--- config.mk ---
export PLATFORM = sky130hd
export DESIGN_NAME = updown_mod_counter
export DESIGN_NICKNAME = d
export VERILOG_FILES = /design/src/rtl/counter_pkg.sv /design/src/rtl/updown_mod_counter.sv
export SDC_FILE = /design/constraint.sdc
export NUM_CORES = 1
export LEC_CHECK = 0
export ABC_AREA = 1
export BUFFER_PORTS_ARGS = -buffer_cell sky130_fd_sc_hd__buf_2
export CORE_UTILIZATION = 48
export CTS_CLUSTER_DIAMETER = 100
export DETAILED_ROUTE_END_ITERATION = 16
export PLACE_DENSITY = 0.73
export SLEW_MARGIN = 10
export SYNTH_ARGS = -nofsm -noshare
export SYNTH_HDL_FRONTEND = slang
export SYNTH_SLANG_ARGS = --single-unit
--- constraint.sdc ---
create_clock -name clk -period 2.45 [get_ports clk]
set_input_delay 0.735 -clock clk [delete_from_list [all_inputs] [get_ports clk]]
set_output_delay 0.735 -clock clk [all_outputs]
set_load 0.05 [all_outputs]
--- src/rtl/counter_pkg.sv ---
`default_nettype none
// ============================================================================
// Module      : counter_pkg
// Description : Shared constants for the counter family (up/down counters,
//               timers, prescalers). The mode constants select what a counter
//               does when it reaches a limit.
// Revision    : 1.0 - initial release
// ============================================================================
package counter_pkg;

    // Limit behaviour: wrap around to the opposite limit, or hold at the limit
    localparam int CNT_WRAP = 0;
    localparam int CNT_SAT  = 1;

endpackage : counter_pkg
`default_nettype wire

--- src/rtl/updown_mod_counter.sv ---
`default_nettype none
// ============================================================================
// Module      : updown_mod_counter
// Description : Parametrised modulo-(MAX+1) up/down counter with enable,
//               synchronous clear, clamped parallel load and wrap or
//               saturate behaviour at the limits.
// Ports       : clk      - clock, rising edge
//               rst      - asynchronous active-low reset
//               en       - count enable
//               up       - direction (1 = up, 0 = down)
//               clear    - synchronous clear to RESET_VAL
//               load     - synchronous parallel load of load_val
//               load_val - load value, clamped to MAX
//               count    - registered count
//               tc       - terminal count for the current direction
//               wrap     - one-cycle pulse aligned with a wrapped count
// Revision    : 1.0 - initial release
// ============================================================================
module updown_mod_counter
    import counter_pkg::*;
#(
    parameter int WIDTH     = 8,
    parameter int MAX       = 2**WIDTH - 1,
    parameter int RESET_VAL = MAX,
    parameter int SATURATE  = CNT_WRAP
) (
    input  logic             clk,
    input  logic             rst,
    input  logic             en,
    input  logic             up,
    input  logic             clear,
    input  logic             load,
    input  logic [WIDTH-1:0] load_val,
    output logic [WIDTH-1:0] count,
    output logic             tc,
    output logic             wrap
);

    localparam longint           c_LIMIT = (longint'(1) << WIDTH) - 1;
    localparam logic [WIDTH-1:0] c_MAX   = WIDTH'(MAX);
    localparam logic [WIDTH-1:0] c_RESET = WIDTH'(RESET_VAL);

    // Reject parameter sets that would let the counter hold out-of-range values
    if (WIDTH < 2 || MAX < 1 || longint'(MAX) > c_LIMIT ||
        RESET_VAL < 0 || RESET_VAL > MAX ||
        (SATURATE != CNT_WRAP && SATURATE != CNT_SAT)) begin : g_param_check
        $error("updown_mod_counter: illegal parameters WIDTH=%0d MAX=%0d RESET_VAL=%0d SATURATE=%0d",
               WIDTH, MAX, RESET_VAL, SATURATE);
    end

    logic [WIDTH-1:0] r_count;
    logic             r_wrap;
    logic [WIDTH-1:0] w_count_nxt;
    logic             w_wrap_nxt;

    // Next-state logic. The limit is tested before any add/subtract so the
    // arithmetic never leaves 0..MAX, even when MAX < 2**WIDTH-1.
    always_comb begin
        w_count_nxt = r_count;
        w_wrap_nxt  = 1'b0;
        if (clear) begin
            w_count_nxt = c_RESET;
        end else if (load) begin
            w_count_nxt = (load_val > c_MAX) ? c_MAX : load_val;
        end else if (en) begin
            if (up) begin
                if (r_count == c_MAX) begin
                    if (SATURATE == CNT_WRAP) begin
                        w_count_nxt = '0;
                        w_wrap_nxt  = 1'b1;
                    end
                end else begin
                    w_count_nxt = r_count + WIDTH'(1);
                end
            end else begin
                if (r_count == '0) begin
                    if (SATURATE == CNT_WRAP) begin
                        w_count_nxt = c_MAX;
                        w_wrap_nxt  = 1'b1;
                    end
                end else begin
                    w_count_nxt = r_count - WIDTH'(1);
                end
            end
        end
    end

    always_ff @(posedge clk or negedge rst) begin
        if (!rst) begin
            r_count <= c_RESET;
            r_wrap  <= 1'b0;
        end else begin
            r_count <= w_count_nxt;
            r_wrap  <= w_wrap_nxt;
        end
    end

    // tc deliberately ignores en so that (tc & en) marks the limit-reaching edge
    assign tc    = up ? (r_count == c_MAX) : (r_count == '0);
    assign count = r_count;
    assign wrap  = r_wrap;

endmodule : updown_mod_counter
`default_nettype wire

==> impl_metrics.ini <==
[status]
status = completed

[yosys]
synthCells = 147
yosysSeqAreaShare_pct = 24.74
ys_ff_latch = 9
ys_warn_count = 0
async_reset_ff_share_pct = 100.0
synth_flop_cell = dfstp_2
yosysTopAreaCellShare_pct = 22.11
synth_edf_count = 0
syn_nets = 164
syn-cell-area_um2 = 950.9
postSynthAreaPerCell_um2 = 6.469
synth_cell_types = 28
yosysTopAreaCell = dfstp_2
synth_area_leaders = dfstp_2, nand2_1, nor2_1

[cells_and_area]
area_growth_pct = 21.58
nNetsFinal = 193
stdcell_area_mm2 = 0.001156
drive_above_1_share_pct = 37.71
final_cells = 200
layout_commonest_cell = nand2_1
post-route-util_pct = 64.84
layout_common_cells = nand2_1, buf_2, nor2_1, nand3_1, a21oi_1
fillCellCount = 180
diodes = 0

[clock_tree]
hold_buffers = 0
cts_tree = yes
cts_root_buf = clkbuf_4
cts_made_buffers = 3
clk_pin_slew_ns = 0.07
htreeDepth = 1
cts_buffer_depth = 2
clk_latency_ns = 0.27
cts.sink_count = 9

[drt]
post_drt_wl_per_cell_um = 13.04
via_count = 1064
drt_iter0_drc = 27
top_layer = met4
drc = 0
drtAntennaViolNets = 0
first_pass_iters = 4
met1_length_um = 1171
met2_length_um = 1273
wirelength_um = 2608
wl_met3_um = 149
via_per_inst = 5.320

[die]
die_y_um = 46.51
core_area_mm2 = 0.001783
die_area_mm2 = 0.002163
die_x_um = 46.51
start_util_pct = 53.33
rows = 15
io_pins = 24

[power]
ir_drop_v = 0.0003981
leakagePower_uw = 0.0005727
p_total_uw = 596.7
power.density_mw_per_mm2 = 516.2

[place]
place.gp.congestion = 0.9225
port_buffers = 23
hpwl_um = 1974
dpl_cell_area_mm2 = 0.001079
dp_cells = 194

[timing]
rsz0062_at_grt = no
finalSetupTns_ns = 0
finalMaxSlewViolations = 0
skew_ns = 0.006821
timing.fmax_mhz = 419.2
fin_crit_ns = 2.386
relSlewSlack_pct = 80.71
setup_violations = 0
finalCritPeriodShare_pct = 97.38
finalHoldViolCount = 0
tightest_slew_ns = 0.2878

[global_route]
grt_pass1_wl_um = 4105
grt_overflow = 0
antenna_found_initial = 0
track_usage_pct = 26.84
grt_start_max_net_pins = 11
grt_pass1_vias = 965

[worst_setup_path]
worstPathRequired_ns = 1.71
cp_data_arrival_time_ns = 1.65
path_max_fanout = 3
critPathMaxStageDelay_ns = 0.58
worstSetupEndpointType = primary output
worst_path_dominant_cell_family = flip-flops
critPathSlowestCell = dfstp_2
critPathKind = reg2out
crit_chain = ha_4, inv_1, nor2_2, a21oi_2, o21bai_4, inv_2, buf_8
crit_path_start_kind = flop
path_buf_inv = 3

[job]
drv_cap = 0

[min_path]
min_path_type = in2async
-- Yosys cell counts (3+ instances only) --
library cell	count
nand2_1	40
nor2_1	19
a21oi_1	12
nand3_1	12
inv_1	10
dfstp_2	8
inv_2	6
o21ai_0	5
a21oi_2	4
buf_6	3
ha_1	3
nand2_2	3
nor2_2	3
-- power by group --
| group | total, uW | internal (uW) | leakage, uW | switching, uW |
|---|---|---|---|---|
| clock | 121 | 63.0 | 0.0000150 | 57.6 |
| sequential | 204 | 174 | 0.0000982 | 29.8 |
| combinational | 272 | 91.0 | 0.000460 | 181 |
| total | 597 | 328 | 0.000573 | 269 |
-- layout make-up --
class | instances | area [um^2] | area share [%]
flip-flops and latches | 9 | 235.2 | 20.35
multi-input cells | 118 | 643.1 | 55.63
inverters | 17 | 65.06 | 5.628
clock buffers | 4 | 26.28 | 2.273
repair buffers | 27 | 155.1 | 13.42
well taps | 25 | 31.28 | 2.706
-- flip-flops by register name, summed over array words and instances, names as in the netlist --
signal,cells
count,8
wrap,1
-- cells by family after synthesis --
| family | count (synthesis) | synth area share, % |
|---|---|---|
| compound gates | 26 | 16.18 |
| xor+xnor | 2 | 1.842 |
| fa+ha+maj | 3 | 3.948 |
| buf+inv | 20 | 10.39 |
| flops | 9 | 24.74 |
| simple gates | 87 | 42.89 |
-- worst paths after layout --
check | start | end | slack [ns] | cells after the start
max | count[0] | tc | 0.06 | 7
min | rst | wrap | 0.32 | 1
max reg2reg | count[0] | count[2] | 0.91 | 7
min reg2reg | count[7] | count[7] | 0.58 | 2
max in group asynchronous | rst | count[4] | 1.88 | 1
min in group clk | count[7] | count[7] | 0.58 | 2
-- metal layers --
layer,global-route usage [%],vias to the layer above
li1,-,536
met4,6.471,0
met1,33.18,492
met2,47.22,34
met5,0,-
met3,4.706,2
-- metrics by stage --
step	setup WS (ns)	hold WS, ns
after detailed placement	0.1233	0.5688
after global routing	0.02536	0.3213
after global placement	0.1894	0.5620
after floorplan	0.09217	0.4394
final	0.06430	0.3192
after CTS	0.001127	0.3193
-- what timing repair did --
| item | in CTS | in global routing |
|---|---|---|
| cloned | 0 | 0 |
| gates resized for setup | 4 | 5 |
| setup buffers | 2 | 0 |
| pin swaps | 0 | 1 |
| setup endpoints to repair | 1 | 1 |
Note: power is estimated with default switching activity, not from simulation.
